[config.mk]
export PLATFORM = sky130hd
export DESIGN_NAME = bcd_seq_converter
export DESIGN_NICKNAME = d
export VERILOG_FILES = /design/src/rtl/bcd_seq_converter.sv
export SDC_FILE = /design/constraint.sdc
export NUM_CORES = 1
export LEC_CHECK = 0
export ABC_CLOCK_PERIOD_IN_PS = 1500
export CAP_MARGIN = 40
export CORE_MARGIN = 1.5
export CORE_UTILIZATION = 49
export DETAILED_ROUTE_END_ITERATION = 12
export GPL_ROUTABILITY_DRIVEN = 0
export PLACE_DENSITY = 0.76
export SLEW_MARGIN = 20
export SYNTH_ARGS = -nofsm -noshare
export SYNTH_HDL_FRONTEND = slang
export SYNTH_SLANG_ARGS = --single-unit
[constraint.sdc]
create_clock -name clk -period 1.5 [get_ports clk]
set_input_delay 0.3 -clock clk [delete_from_list [all_inputs] [get_ports clk]]
set_output_delay 0.3 -clock clk [all_outputs]
set_load 0.005 [all_outputs]
[src/rtl/bcd_seq_converter.sv]
// Sequential binary-to-BCD converter (double dabble, one input bit per clock).
// Optional BCD_SEQ_AUTO_CONVERT_EN: self-triggers a conversion whenever num changes while idle.
module bcd_seq_converter #(
  parameter int unsigned IN_W = 13
) (
  input  logic            clk,
  input  logic            rst,
  input  logic            start,
  input  logic [IN_W-1:0] num,
  output logic            busy,
  output logic            done,
  output logic [3:0]      Thousands,
  output logic [3:0]      Hundreds,
  output logic [3:0]      Tens,
  output logic [3:0]      Ones
);

  localparam int unsigned BCD_W = 16;
  localparam int unsigned CAT_W = BCD_W + IN_W;
  localparam int unsigned CNT_W = $clog2(IN_W + 1);
  localparam logic [CNT_W-1:0] LAST_CNT = CNT_W'(IN_W - 1);

  typedef enum logic [1:0] {
    IDLE,
    SHIFT,
    FINISH
  } state_t;

  state_t            state;
  logic [BCD_W-1:0]  scratch;
  logic [IN_W-1:0]   shift_reg;
  logic [CNT_W-1:0]  cnt;
  logic              req_c;
  logic              accept_c;
  logic [CAT_W-1:0]  shifted_c;

  // Add 3 to every nibble >= 5 so the following left shift carries correctly into the next digit.
  function automatic logic [BCD_W-1:0] add3(input logic [BCD_W-1:0] s);
    logic [BCD_W-1:0] r;
    r = s;
    for (int i = 0; i < 4; i++) begin
      if (s[4*i +: 4] >= 4'd5) r[4*i +: 4] = s[4*i +: 4] + 4'd3;
    end
    return r;
  endfunction

`ifdef BCD_SEQ_AUTO_CONVERT_EN
  logic [IN_W-1:0] last_num;
  assign req_c = start | (num != last_num);
`else
  assign req_c = start;
`endif

  // A request is only taken when not shifting, which also lets FINISH chain into a new conversion.
  assign accept_c = req_c && (state != SHIFT);

  always_comb begin
    shifted_c = {add3(scratch), shift_reg} << 1;
  end

  always_ff @(posedge clk or posedge rst) begin
    if (rst) begin
      state     <= IDLE;
      busy      <= 1'b0;
      done      <= 1'b0;
      scratch   <= '0;
      shift_reg <= '0;
      cnt       <= '0;
      Thousands <= 4'd0;
      Hundreds  <= 4'd0;
      Tens      <= 4'd0;
      Ones      <= 4'd0;
`ifdef BCD_SEQ_AUTO_CONVERT_EN
      last_num  <= '0;
`endif
    end else begin
      done <= 1'b0;
`ifdef BCD_SEQ_AUTO_CONVERT_EN
      if (accept_c) last_num <= num;
`endif
      case (state)
        IDLE: begin
          if (accept_c) begin
            state     <= SHIFT;
            busy      <= 1'b1;
            scratch   <= '0;
            shift_reg <= num;
            cnt       <= '0;
          end
        end
        SHIFT: begin
          scratch   <= shifted_c[IN_W +: BCD_W];
          shift_reg <= shifted_c[IN_W-1:0];
          cnt       <= cnt + CNT_W'(1);
          if (cnt == LAST_CNT) begin
            state <= FINISH;
            busy  <= 1'b0;
          end
        end
        FINISH: begin
          // Digits change only here, so partial scratch values never reach the display.
          Thousands <= scratch[15:12];
          Hundreds  <= scratch[11:8];
          Tens      <= scratch[7:4];
          Ones      <= scratch[3:0];
          done      <= 1'b1;
          if (accept_c) begin
            state     <= SHIFT;
            busy      <= 1'b1;
            scratch   <= '0;
            shift_reg <= num;
            cnt       <= '0;
          end else begin
            state <= IDLE;
          end
        end
        default: begin
          state <= IDLE;
          busy  <= 1'b0;
        end
      endcase
    end
  end

endmodule

==> out/metrics.csv <==
metric,value,unit
status,finished clean,
track_usage,18.7,%
hp-class,input port to asynchronous set/reset pin,
antenna_found_initial,0,
crit-reg2reg-launch,scratch[1],
cp_slowest_stage_delay,0.50,ns
cts_max_level,2,
cts_root_buffer,clkbuf_8,
synth_top_cell_area_share,54.1,%
io_buffers,33,
yosysTopAreaCell,dfrtp_1,
avgRoutedWirePerCell,13.3,µm
gr-total-overflow,0,
r2r-end,scratch[2],
grt_max_degree,23,
synth_fp_nets,243,
nets,302,
dr.pass1.iters,4,
start_kind,flop,
die_w,73.7,µm
io_pins,34,
finalNonFillerCells,344,
synth-seq-cells,53,
power.internal,0.00415,W
fillers,391,
fin_crit,1.46,ns
crit_type,flop to output pin,
maxCapViolCount,0,
switchingPower,0.00231,W
crit_chain,clkdlybuf4s50_1,
skew,0.00896,ns
irDropWorstVdd,823,µV
combPwrFrac,48.3,%
fin_crit_sh,97.5,%
crit_buf_inv,1,
p_leak,1.61,nW
power_density,2010,nW/µm²
grt_pass1_vias,1693,
async_flop_share,100,%
cts_buffers,5,
dpl.cell_count,330,
pwr-share-clk,12.9,%
swShare,35.7,%
ys_warn_count,0,
reg2reg_depth,6,
clock_latency,0.31,ns
crit_required,1.20,ns
grt_pass1_wl,7.76,mm
yosysMostFrequentCell,dfrtp_1,
crit_cells,1,
antenna_cells,0,
syn_area,2450,µm²
synth_area_leaders,"dfrtp_1 54%, mux2i_1 6.5%, ha_1 5.1%",
slew_violations,0,
worst-path-max-fanout,2,
synth_edf_count,0,
rows,25,
finalHoldViolations,0,
hpwl,3.29,mm
netlist_top_cells_count,"53 x dfrtp_1, 23 x nand2_1, 23 x o21ai_1",
chipHeight,73.7,µm
holdWs,0.300,ns
p_seq_share,38.7,%
fmax,684,MHz
syn2layout_area_growth,31.1,%
avgSynthCellArea,11.3,µm²
endpoint_kind,output pin,
synthCells,217,
worstMarginPinSlew,0.332,ns
start_util,51.2,%
crit_arrival,1.16,ns
core_area,4790,µm²
drt-vias-per-instance,5.12,
r2r_slack,0.08,ns
cts.sink_count,53,
critPathTopFamily,buffers and inverters,
vias,1761,
initialDrtViolationCount,117,
seq_area_frac_synth,54.1,%
largest_register_ffs,16,
relSlewSlack,77.8,%
drc_errors,0,
cts_tree,yes,
antenna_left,0,
synth_cell_types,33,
finalWirelength,4.57,mm
final_layout_size_suffix_gt1_share,20.6,%
synthFlopType,dfrtp_1,
die_area,5440,µm²
cts.clk_slew.worst_paths,0.09,ns
critPathSlowestCell,clkdlybuf4s50_1,
setup_violations,0,
clock_path_buffers,2,
cells in the final DEF (no fill, tap or decap), types with 4 or more instances in the layout:
master           instances
clkbuf_8                 6
nand2b_1                 8
buf_4                   26
a32o_1                   4
clkdlybuf4s50_1         25
dlymetal6s2s_1           8
ha_1                    10
o21ai_1                 23
inv_2                    4
dfrtp_1                 53
o31ai_1                  6
xnor2_1                  4
nand2_1                 23
inv_1                    8
mux2i_1                 16
o22ai_1                  6
a21oi_1                  5
a22o_1                   5
per-layer routing:
metal / vias up / GRT usage (%) / wire length, µm
li1: 879 / - / -
met3: 7 / 4.94 / 157
met5: - / 0 / 0
met4: 0 / 7.00 / 75
met1: 840 / 24.6 / 2150
met2: 35 / 29.7 / 2190
worst max-delay path by stage:
| stage | endpoint | slack (ns) | from |
|---|---|---|---|
| after floorplan | scratch[2] | 0.11 | scratch[0] |
| after global placement | shift_reg[6] | -0.11 | start |
| after detailed placement | shift_reg[7] | -0.14 | start |
| after CTS | Tens[1] | 0.02 | Tens[1] |
| after global routing | Tens[3] | -0.007 | Tens[3] |
| final | Tens[2] | 0.04 | Tens[2] |
area by class of cell:
type / count / area (µm²) / share of cell area [%]
inverters: 13 / 52.6 / 1.63
multi-input cells: 141 / 1050 / 32.7
flip-flops and latches: 53 / 1330 / 41.3
clock buffers: 6 / 82.6 / 2.57
well taps: 67 / 83.8 / 2.61
clock inverters: 2 / 13.8 / 0.428
repair buffers: 62 / 606 / 18.8
stage by stage:
step / utilization [%] / worst slack [ns] / TNS [ns] / total power (W) / area [µm²]
6_report: 67.2 / 0.0374 / 0 / 0.00646 / 3210
5_1_grt: 67.2 / -0.00662 / -0.0131 / 0.00697 / 3210
4_1_cts: 65.5 / 0.0168 / 0 / 0.00637 / 3130
3_5_place_dp: 63.1 / -0.143 / -2.22 / 0.00548 / 3020
3_3_place_gp: 63.1 / -0.106 / -1.80 / 0.00534 / 3020
2_1_floorplan: - / 0.112 / 0 / 0.00432 / 2450
power by group through the flow:
stage          Sequential, W  Combinational, W  Clock (W)
6_report             0.00250           0.00312   0.000836
2_1_floorplan        0.00242           0.00191          0
5_1_grt              0.00258           0.00349   0.000908
3_5_place_dp         0.00250           0.00297          0
3_3_place_gp         0.00248           0.00287          0
4_1_cts              0.00249           0.00303   0.000855
cells by family after synthesis:
kind of cell,after synthesis,share of synthesized area [%]
compound gates,59,15.3
fa+ha+maj,10,5.10
buf+inv,23,4.59
xor+xnor,5,1.79
simple gates,43,8.47
flops,53,54.1
mux,24,10.7
repair_timing:
action	4_1_cts	5_1_grt
gates cloned	0	0
pin swaps	0	3
hold buffers	0	0
gates resized for setup	3	16
setup endpoints to repair	4	24
setup buffers	1	5
endpoints found under the hold margin	0	0
(Power assumes the default switching activity.)
